File: config.mk
export PLATFORM = sky130hd
export DESIGN_NAME = dog_ctl_flat
export DESIGN_NICKNAME = d
export VERILOG_FILES = /design/src/rtl/dog_pkg.sv /design/src/rtl/dog_if.sv /design/src/rtl/frame_tick_gen.sv /design/src/rtl/dog_ctl.sv /design/src/flat_wrapper.sv
export SDC_FILE = /design/constraint.sdc
export NUM_CORES = 1
export LEC_CHECK = 0
export BUFFER_PORTS_ARGS = -buffer_cell sky130_fd_sc_hd__clkbuf_2
export CAP_MARGIN = 10
export CORE_ASPECT_RATIO = 1.5
export CORE_UTILIZATION = 55
export CTS_CLUSTER_DIAMETER = 60
export CTS_CLUSTER_SIZE = 25
export DETAILED_ROUTE_END_ITERATION = 8
export PLACE_DENSITY_LB_ADDON = 0.15
export SLEW_MARGIN = 40
export SYNTH_ARGS = -nofsm -noshare
export SYNTH_HDL_FRONTEND = slang
export SYNTH_SLANG_ARGS = --single-unit
File: constraint.sdc
create_clock -name clk -period 4.1 [get_ports clk]
set_input_delay 0.615 -clock clk [delete_from_list [all_inputs] [get_ports clk]]
set_output_delay 0.615 -clock clk [all_outputs]
set_load 0.005 [all_outputs]
File: src/rtl/dog_pkg.sv
// dog_pkg: shared types and helpers for the dog sprite controller.
//   dog_state_t : controller FSM states
//   coord_t     : 12-bit unsigned screen coordinate
//   FRM_*       : sprite frame indices driven on frame_sel
//   reach_up/reach_down : "would this step land on or past the target" tests,
//                         evaluated in 13 bits so the step never wraps.
package dog_pkg;

    typedef logic [11:0] coord_t;

    typedef enum logic [3:0] {
        StIdle,
        StWalk1,
        StSniff,
        StWalk2,
        StJumpUp,
        StJumpDown,
        StHidden,
        StPopUp,
        StHold,
        StPopDown
    } dog_state_t;

    localparam logic [2:0] FRM_WALK_A  = 3'd0;
    localparam logic [2:0] FRM_WALK_B  = 3'd1;
    localparam logic [2:0] FRM_SNIFF   = 3'd2;
    localparam logic [2:0] FRM_JUMP    = 3'd3;
    localparam logic [2:0] FRM_DUCK    = 3'd4;
    localparam logic [2:0] FRM_LAUGH_A = 3'd5;
    localparam logic [2:0] FRM_LAUGH_B = 3'd6;

    function automatic logic reach_up(coord_t v, coord_t step, coord_t tgt);
        return ({1'b0, v} + {1'b0, step}) >= {1'b0, tgt};
    endfunction

    function automatic logic reach_down(coord_t v, coord_t step, coord_t tgt);
        return {1'b0, v} <= ({1'b0, tgt} + {1'b0, step});
    endfunction

endpackage

File: src/rtl/dog_if.sv
// dog_if: signal bundle between game logic / video timing and the dog controller.
//   master : game side, drives game_enable, vblnk, show_req, show_type
//   slave  : dog_ctl, drives position, frame select and status flags
interface dog_if import dog_pkg::*; ();

    logic       game_enable;
    logic       vblnk;
    logic       show_req;
    logic       show_type;
    coord_t     xpos;
    coord_t     ypos;
    logic [2:0] frame_sel;
    logic       dog_visible;
    logic       behind_grass;
    logic       intro_done;
    logic       show_busy;
    logic       show_done;

    modport master (
        output game_enable, vblnk, show_req, show_type,
        input  xpos, ypos, frame_sel, dog_visible, behind_grass, intro_done,
               show_busy, show_done
    );

    modport slave (
        input  game_enable, vblnk, show_req, show_type,
        output xpos, ypos, frame_sel, dog_visible, behind_grass, intro_done,
               show_busy, show_done
    );

endinterface

File: src/rtl/frame_tick_gen.sv
// frame_tick_gen: one-cycle frame tick on the rising edge of vblnk.
//   clk, rst : clock, synchronous active-high reset
//   i_vblnk  : vertical blank from the timing chain
//   o_tick   : high for the single clk in which vblnk is seen rising
module frame_tick_gen (
    input  logic clk,
    input  logic rst,
    input  logic i_vblnk,
    output logic o_tick
);

    logic r_vblnk_q;

    always_ff @(posedge clk) begin
        if (rst) begin
            r_vblnk_q <= 1'b0;
        end else begin
            r_vblnk_q <= i_vblnk;
        end
    end

    assign o_tick = i_vblnk & ~r_vblnk_q;

endmodule

File: src/rtl/dog_ctl.sv
// dog_ctl: per-frame motion and animation controller for the hunting dog sprite.
// Runs the intro (walk, sniff, walk, jump into the grass), then waits hidden for
// pop-up requests (hold caught duck, or laugh).
//   clk, rst : pixel clock, synchronous active-high reset
//   io_bus   : dog_if.slave - game_enable, vblnk, show_req, show_type in;
//              xpos, ypos, frame_sel, dog_visible, behind_grass, intro_done,
//              show_busy, show_done out (all registered)
// Build option: DOG_LAUGH_EN enables the laugh pop-up (show_type = 0). Without it a
// laugh request in HIDDEN just answers with a show_done pulse.
module dog_ctl import dog_pkg::*; #(
    parameter int unsigned X_START      = 0,
    parameter int unsigned X_SNIFF      = 240,
    parameter int unsigned X_JUMP       = 420,
    parameter int unsigned Y_GROUND     = 520,
    parameter int unsigned JUMP_HEIGHT  = 120,
    parameter int unsigned Y_HIDDEN     = 600,
    parameter int unsigned Y_POPUP      = 480,
    parameter int unsigned WALK_SPEED   = 2,
    parameter int unsigned JUMP_SPEED   = 4,
    parameter int unsigned SNIFF_FRAMES = 60,
    parameter int unsigned HOLD_FRAMES  = 45
) (
    input  logic clk,
    input  logic rst,
    dog_if.slave io_bus
);

    localparam coord_t     XStart    = coord_t'(X_START);
    localparam coord_t     XSniff    = coord_t'(X_SNIFF);
    localparam coord_t     XJump     = coord_t'(X_JUMP);
    localparam coord_t     YGround   = coord_t'(Y_GROUND);
    localparam coord_t     YApex     = coord_t'(Y_GROUND - JUMP_HEIGHT);
    localparam coord_t     YHidden   = coord_t'(Y_HIDDEN);
    localparam coord_t     YPopup    = coord_t'(Y_POPUP);
    localparam coord_t     WalkSpeed = coord_t'(WALK_SPEED);
    localparam coord_t     JumpSpeed = coord_t'(JUMP_SPEED);
    localparam logic [7:0] SniffLast = 8'(SNIFF_FRAMES - 1);
    localparam logic [7:0] HoldLast  = 8'(HOLD_FRAMES - 1);

`ifdef DOG_LAUGH_EN
    localparam logic LaughEn = 1'b1;
`else
    localparam logic LaughEn = 1'b0;
`endif

    logic w_tick;

    frame_tick_gen u_frame_tick_gen (
        .clk     (clk),
        .rst     (rst),
        .i_vblnk (io_bus.vblnk),
        .o_tick  (w_tick)
    );

    dog_state_t r_state, w_state_d;
    coord_t     r_x, w_x_d, r_y, w_y_d;
    logic [7:0] r_cnt, w_cnt_d;
    logic [2:0] r_anim_cnt, w_anim_cnt_d;
    logic       r_anim_ph, w_anim_ph_d;
    logic       r_type, w_type_d;
    logic [2:0] r_frame, w_frame_d;
    logic       r_visible, w_visible_d;
    logic       r_behind, w_behind_d;
    logic       r_intro, w_intro_d;
    logic       r_busy, w_busy_d;
    logic       r_done, w_done_d;
    logic       w_accept;
    logic       w_animated;

    // State register
    always_ff @(posedge clk) begin
        if (rst) begin
            r_state <= StIdle;
        end else begin
            r_state <= w_state_d;
        end
    end

    // Next-state logic; also flags pop-up acceptance and completion
    always_comb begin
        w_state_d = r_state;
        w_accept  = 1'b0;
        w_done_d  = 1'b0;
        if (!io_bus.game_enable) begin
            w_state_d = StIdle;
        end else begin
            case (r_state)
                StIdle:     if (w_tick) w_state_d = StWalk1;
                StWalk1:    if (w_tick && reach_up(r_x, WalkSpeed, XSniff)) w_state_d = StSniff;
                StSniff:    if (w_tick && r_cnt == SniffLast) w_state_d = StWalk2;
                StWalk2:    if (w_tick && reach_up(r_x, WalkSpeed, XJump)) w_state_d = StJumpUp;
                StJumpUp:   if (w_tick && reach_down(r_y, JumpSpeed, YApex)) w_state_d = StJumpDown;
                StJumpDown: if (w_tick && reach_up(r_y, JumpSpeed, YHidden)) w_state_d = StHidden;
                StHidden: begin
                    // Requests are sampled every clk here; a coincident tick is not a step.
                    if (io_bus.show_req) begin
                        if (io_bus.show_type || LaughEn) begin
                            w_accept  = 1'b1;
                            w_state_d = StPopUp;
                        end else begin
                            w_done_d = 1'b1;
                        end
                    end
                end
                StPopUp:    if (w_tick && reach_down(r_y, JumpSpeed, YPopup)) w_state_d = StHold;
                StHold:     if (w_tick && r_cnt == HoldLast) w_state_d = StPopDown;
                StPopDown: begin
                    if (w_tick && reach_up(r_y, JumpSpeed, YHidden)) begin
                        w_state_d = StHidden;
                        w_done_d  = 1'b1;
                    end
                end
                default:    w_state_d = StIdle;
            endcase
        end
    end

    assign w_animated = r_state inside {StWalk1, StWalk2, StPopUp, StHold, StPopDown};

    // Output / datapath next values; every output is registered from these
    always_comb begin
        w_x_d        = r_x;
        w_y_d        = r_y;
        w_cnt_d      = r_cnt;
        w_anim_cnt_d = r_anim_cnt;
        w_anim_ph_d  = r_anim_ph;
        w_type_d     = r_type;
        if (w_state_d == StIdle) begin
            w_x_d        = XStart;
            w_y_d        = YGround;
            w_cnt_d      = '0;
            w_anim_cnt_d = '0;
            w_anim_ph_d  = 1'b0;
            w_type_d     = 1'b0;
        end else begin
            if (w_tick) begin
                // Clamp to the target when the step would reach or pass it
                case (r_state)
                    StWalk1:   w_x_d = reach_up(r_x, WalkSpeed, XSniff) ? XSniff : r_x + WalkSpeed;
                    StWalk2:   w_x_d = reach_up(r_x, WalkSpeed, XJump) ? XJump : r_x + WalkSpeed;
                    StJumpUp:  w_y_d = reach_down(r_y, JumpSpeed, YApex) ? YApex : r_y - JumpSpeed;
                    StPopUp:   w_y_d = reach_down(r_y, JumpSpeed, YPopup) ? YPopup : r_y - JumpSpeed;
                    StJumpDown, StPopDown:
                               w_y_d = reach_up(r_y, JumpSpeed, YHidden) ? YHidden : r_y + JumpSpeed;
                    StSniff, StHold:
                               w_cnt_d = r_cnt + 8'd1;
                    default: ;
                endcase
                if (w_animated) begin
                    w_anim_cnt_d = r_anim_cnt + 3'd1;
                    if (r_anim_cnt == 3'd7) w_anim_ph_d = ~r_anim_ph;
                end
            end
            if (w_state_d != r_state) begin
                w_cnt_d = '0;
                if (w_state_d inside {StWalk1, StWalk2, StPopUp}) begin
                    w_anim_cnt_d = '0;
                    w_anim_ph_d  = 1'b0;
                end
            end
            if (w_accept) w_type_d = io_bus.show_type;
        end

        case (w_state_d)
            StWalk1, StWalk2:           w_frame_d = w_anim_ph_d ? FRM_WALK_B : FRM_WALK_A;
            StSniff:                    w_frame_d = FRM_SNIFF;
            StJumpUp, StJumpDown, StHidden:
                                        w_frame_d = FRM_JUMP;
            StPopUp, StHold, StPopDown:
                w_frame_d = w_type_d ? FRM_DUCK : (w_anim_ph_d ? FRM_LAUGH_B : FRM_LAUGH_A);
            default:                    w_frame_d = FRM_WALK_A;
        endcase

        w_visible_d = !(w_state_d inside {StIdle, StHidden});
        w_behind_d  = w_state_d inside {StJumpDown, StPopUp, StHold, StPopDown};
        w_busy_d    = w_state_d inside {StPopUp, StHold, StPopDown};
        // Sticky once hidden; only the return to IDLE clears it
        w_intro_d   = (w_state_d == StHidden) || (r_intro && w_state_d != StIdle);
    end

    always_ff @(posedge clk) begin
        if (rst) begin
            r_x        <= XStart;
            r_y        <= YGround;
            r_cnt      <= '0;
            r_anim_cnt <= '0;
            r_anim_ph  <= 1'b0;
            r_type     <= 1'b0;
            r_frame    <= FRM_WALK_A;
            r_visible  <= 1'b0;
            r_behind   <= 1'b0;
            r_intro    <= 1'b0;
            r_busy     <= 1'b0;
            r_done     <= 1'b0;
        end else begin
            r_x        <= w_x_d;
            r_y        <= w_y_d;
            r_cnt      <= w_cnt_d;
            r_anim_cnt <= w_anim_cnt_d;
            r_anim_ph  <= w_anim_ph_d;
            r_type     <= w_type_d;
            r_frame    <= w_frame_d;
            r_visible  <= w_visible_d;
            r_behind   <= w_behind_d;
            r_intro    <= w_intro_d;
            r_busy     <= w_busy_d;
            r_done     <= w_done_d;
        end
    end

    assign io_bus.xpos         = r_x;
    assign io_bus.ypos         = r_y;
    assign io_bus.frame_sel    = r_frame;
    assign io_bus.dog_visible  = r_visible;
    assign io_bus.behind_grass = r_behind;
    assign io_bus.intro_done   = r_intro;
    assign io_bus.show_busy    = r_busy;
    assign io_bus.show_done    = r_done;

endmodule

File: src/flat_wrapper.sv
// flat-port wrapper written by rule: the top's interface ports become plain ports
module dog_ctl_flat import dog_pkg::*;
#(
    parameter int unsigned X_START      = 0,
    parameter int unsigned X_SNIFF      = 240,
    parameter int unsigned X_JUMP       = 420,
    parameter int unsigned Y_GROUND     = 520,
    parameter int unsigned JUMP_HEIGHT  = 120,
    parameter int unsigned Y_HIDDEN     = 600,
    parameter int unsigned Y_POPUP      = 480,
    parameter int unsigned WALK_SPEED   = 2,
    parameter int unsigned JUMP_SPEED   = 4,
    parameter int unsigned SNIFF_FRAMES = 60,
    parameter int unsigned HOLD_FRAMES  = 45
)
  (clk, rst, io_bus_game_enable, io_bus_vblnk, io_bus_show_req, io_bus_show_type, io_bus_xpos, io_bus_ypos, io_bus_frame_sel, io_bus_dog_visible, io_bus_behind_grass, io_bus_intro_done, io_bus_show_busy, io_bus_show_done);
  dog_if io_bus_i ();
  input  logic clk;
  input  logic rst;
  input wire logic [$bits(io_bus_i.game_enable)-1:0] io_bus_game_enable;
  input wire logic [$bits(io_bus_i.vblnk)-1:0] io_bus_vblnk;
  input wire logic [$bits(io_bus_i.show_req)-1:0] io_bus_show_req;
  input wire logic [$bits(io_bus_i.show_type)-1:0] io_bus_show_type;
  output wire logic [$bits(io_bus_i.xpos)-1:0] io_bus_xpos;
  output wire logic [$bits(io_bus_i.ypos)-1:0] io_bus_ypos;
  output wire logic [$bits(io_bus_i.frame_sel)-1:0] io_bus_frame_sel;
  output wire logic [$bits(io_bus_i.dog_visible)-1:0] io_bus_dog_visible;
  output wire logic [$bits(io_bus_i.behind_grass)-1:0] io_bus_behind_grass;
  output wire logic [$bits(io_bus_i.intro_done)-1:0] io_bus_intro_done;
  output wire logic [$bits(io_bus_i.show_busy)-1:0] io_bus_show_busy;
  output wire logic [$bits(io_bus_i.show_done)-1:0] io_bus_show_done;
  assign io_bus_i.game_enable = io_bus_game_enable;
  assign io_bus_i.vblnk = io_bus_vblnk;
  assign io_bus_i.show_req = io_bus_show_req;
  assign io_bus_i.show_type = io_bus_show_type;
  assign io_bus_xpos = io_bus_i.xpos;
  assign io_bus_ypos = io_bus_i.ypos;
  assign io_bus_frame_sel = io_bus_i.frame_sel;
  assign io_bus_dog_visible = io_bus_i.dog_visible;
  assign io_bus_behind_grass = io_bus_i.behind_grass;
  assign io_bus_intro_done = io_bus_i.intro_done;
  assign io_bus_show_busy = io_bus_i.show_busy;
  assign io_bus_show_done = io_bus_i.show_done;
  dog_ctl #(.X_START(X_START), .X_SNIFF(X_SNIFF), .X_JUMP(X_JUMP), .Y_GROUND(Y_GROUND), .JUMP_HEIGHT(JUMP_HEIGHT), .Y_HIDDEN(Y_HIDDEN), .Y_POPUP(Y_POPUP), .WALK_SPEED(WALK_SPEED), .JUMP_SPEED(JUMP_SPEED), .SNIFF_FRAMES(SNIFF_FRAMES), .HOLD_FRAMES(HOLD_FRAMES)) u_core (.clk(clk), .rst(rst), .io_bus(io_bus_i));
endmodule
==> flow_metrics.py <==
metrics = {
    "logic_synthesis": {
        "yosysMostFrequentCell": "nor2_1",
        "synth_async_sr_flop_share_pct": 0,
        "synthSimpleGateAreaFrac_pct": 30.7,
        "synth_top_family_by_area": "simple AND/OR/NAND/NOR gates",
        "ys.flop_type": "dfxtp_1",
        "synthAdderAreaFrac_pct": 3.65,
        "synth_cell_types": 79,
        "syn_area_per_cell_sq_um": 7.59,
        "synth_top_area_cell": "dfxtp_1",
        "synth_edf_count": 0,
        "postSynthCellCount": 447,
        "ys_seq_area_share_pct": 27.7,
        "yosys-top-cells-count": "nor2_1, dfxtp_1, nand2_1",
        "synth_xor_area_share_pct": 3.87,
        "synth_compound_area_share_pct": 26.7,
        "synth_area_leaders": "dfxtp_1, nor2_1, a21oi_1",
        "synth_top_area_share_pct": 27.7,
        "yosys_register_bits": 47,
        "ys_warn_count": 0,
        "synth_mux_area_share_pct": 1.18,
        "syn_area_sq_um": 3390,
    },
    "drt": {
        "dr_wl_met2_microns": 4690,
        "drc": 0,
        "met1_length_microns": 3630,
        "highest_layer": "met4",
        "drt_iter0_drc": 259,
        "wl_met3_microns": 294,
        "viasPerCell": 6.28,
        "wl_per_cell_microns": 16.9,
        "vias": 3374,
        "wirelength_microns": 9060,
        "ant_nets": 0,
        "first_pass_iters": 4,
    },
    "cts": {
        "numCtsBuffers": 5,
        "hold_buffers": 0,
        "root_buffer": "clkbuf_8",
        "cts_tree": "built",
        "cts_sinks": 47,
        "htreeDepth": 2,
        "cts_setup_buffers": 0,
        "clk_latency_ns": 0.31,
        "clkTransAtPathRegs_ns": 0.09,
        "clock_path_buffers": 2,
        "post_cts_resized": 0,
    },
    "floorplanning": {
        "rows": 34,
        "coreArea_sq_um": 5870,
        "die_w_microns": 66.1,
        "die_h_microns": 98.2,
        "start_util_pct": 57.8,
        "io-pin-count": 38,
        "die_area_sq_um": 6490,
    },
    "critical_path": {
        "path_class": "flop to flop",
        "ff2ff_path_depth": 11,
        "worstPathArrival_ns": 3.79,
        "start_kind": "flop",
        "worstPathRequired_ns": 4.25,
        "worst-path-max-fanout": 14,
        "cp-end-kind": "flop",
    },
    "sta": {
        "max-slew-margin-rel_pct": 53.6,
        "finalHoldViolCount": 0,
        "setup-violations-final": 0,
        "fin_skew_ns": 0.00965,
        "rsz0062_at_grt": "false",
        "post-route-period-util_pct": 88.9,
        "period_needed_ns": 3.65,
        "maxSlewViolCount": 0,
        "fin_tns_setup_ns": 0,
        "worst_pin_slew_ns": 0.693,
        "max_freq_mhz": 274,
    },
    "global_routing": {
        "grt_pass1_vias": 3149,
        "grt_pass1_wl_microns": 15000,
        "grt_use_total_pct": 29.3,
        "grt_start_max_net_pins": 20,
        "globalRouteOverflowTotal": 0,
        "antenna_found_initial": 0,
    },
    "place": {
        "globalplace.congestion": 0.965,
        "detailed_place_hpwl_microns": 6860,
        "port-buffer-count": 34,
        "detailed_place.area_sq_um": 3540,
    },
    "finish": {
        "seqCellArea_sq_um": 941,
        "fin_area_sq_um": 3660,
        "multi_input_area_sq_um": 2250,
        "nets": 479,
        "drive_gt1_share_pct": 13.8,
        "num_antenna_cells": 0,
        "nFillCells": 543,
        "area_delta_synth_final_pct": 7.78,
    },
    "worst_hold_path": {
        "min_path_type": "flop to flop",
        "worstHoldPathCells": 2,
    },
    "power_and_ir_drop": {
        "cellLeakagePower_nw": 1.39,
        "power_mw": 0.853,
        "vdd_drop_max_uv": 207,
        "p_per_area_nw_per_um2": 233,
    },
    "status": {
        "status": "complete, no violations",
    },
    "flow_run": {
        "drv_cap": 0,
    },
}
## layer usage
layer	global-route usage [%]	vias up
met1	34.3	1589
met5	0	-
met4	15.1	0
met3	4.44	34
met2	50.2	105
li1	-	1646
## placed cells by master, fill, tap and decap left out, types with 4 or more instances in the layout
cell type / count
nor2b_1: 14
a21o_1: 4
inv_1: 12
a31oi_1: 5
mux2i_1: 4
o211ai_1: 5
and2_1: 6
ha_1: 9
nand4b_1: 6
xor2_1: 9
and3_1: 5
nand3_1: 6
clkbuf_8: 5
o21ai_0: 31
xnor2_1: 6
nor3_1: 9
nand2b_1: 7
or3_1: 4
nand2_1: 36
nor2_1: 58
nor3b_1: 5
a21oi_1: 34
o21a_1: 4
a211oi_1: 6
nand4_1: 12
buf_4: 6
dfxtp_1: 47
clkbuf_2: 34
## worst max-delay path, stage by stage (launching register included)
cell	delay, ns
dfxtp_1	0.62
ha_1	0.41
a21bo_1	0.25
a221oi_1	0.26
o211ai_1	0.12
a21boi_1	0.28
or2_1	0.29
a21o_1	0.25
o21a_1	0.20
a31o_1	0.49
buf_4	0.27
a311oi_1	0.06
## kinds of logic (layout without fill, tap and decap cells)
kind of cell               after synthesis  after routing
AOI/OAI and AO/OA                      133            133
other                                    1              3
xor gates and xnor gates                15             15
DFF                                     47             47
muxes                                    4              4
and+or+nand+nor                        193            193
buffers and inverters                   44             60
adders and majority gates               10             10
## sequential cells by signal, indices dropped and copies added, names as in the netlist, 3 cells and up
register                 count
u_core.io_bus.frame_sel      3
u_core.r_cnt                 8
u_core.r_anim_cnt            3
u_core.r_state               4
u_core.io_bus.ypos          10
u_core.io_bus.xpos          11
## layout make-up
type | count | share of cell area (%)
clock buffers | 5 | 1.88
clock inverters | 3 | 1.20
inverters | 12 | 1.23
multi-input cells | 358 | 61.6
flip-flops and latches | 47 | 25.7
well taps | 72 | 2.46
repair buffers | 40 | 5.88
## final timing paths
path                            slack [ns]                  endpoint                     start
worst max-delay path                  0.45     u_core.io_bus.ypos[6]     u_core.io_bus.ypos[2]
worst min-delay path                  0.48  u_core.io_bus.intro_done  u_core.io_bus.intro_done
worst max register to register        0.45     u_core.io_bus.ypos[6]     u_core.io_bus.ypos[2]
worst min register to register        0.48  u_core.io_bus.intro_done  u_core.io_bus.intro_done
## power breakdown
part           leakage [nW]  switching (mW)  total [mW]  internal (mW)
sequential            0.379         0.00138       0.459          0.458
combinational         0.950          0.0315      0.0487         0.0172
clock                0.0581           0.164       0.345          0.182
## through the flow
| step | utilization (%) | cells | hold WS [ns] | setup WS [ns] |
|---|---|---|---|---|
| global placement | 60.4 | 529 | 0.446 | 0.626 |
| detailed placement | 60.4 | 529 | 0.463 | 0.513 |
| global route | 62.3 | 537 | 0.509 | 0.195 |
| floorplan | - | 449 | 0.451 | 1.04 |
| finish | 62.3 | 537 | 0.476 | 0.454 |
| CTS | 62.3 | 537 | 0.476 | 0.509 |
Note: power is estimated with default switching activity, not from simulation.
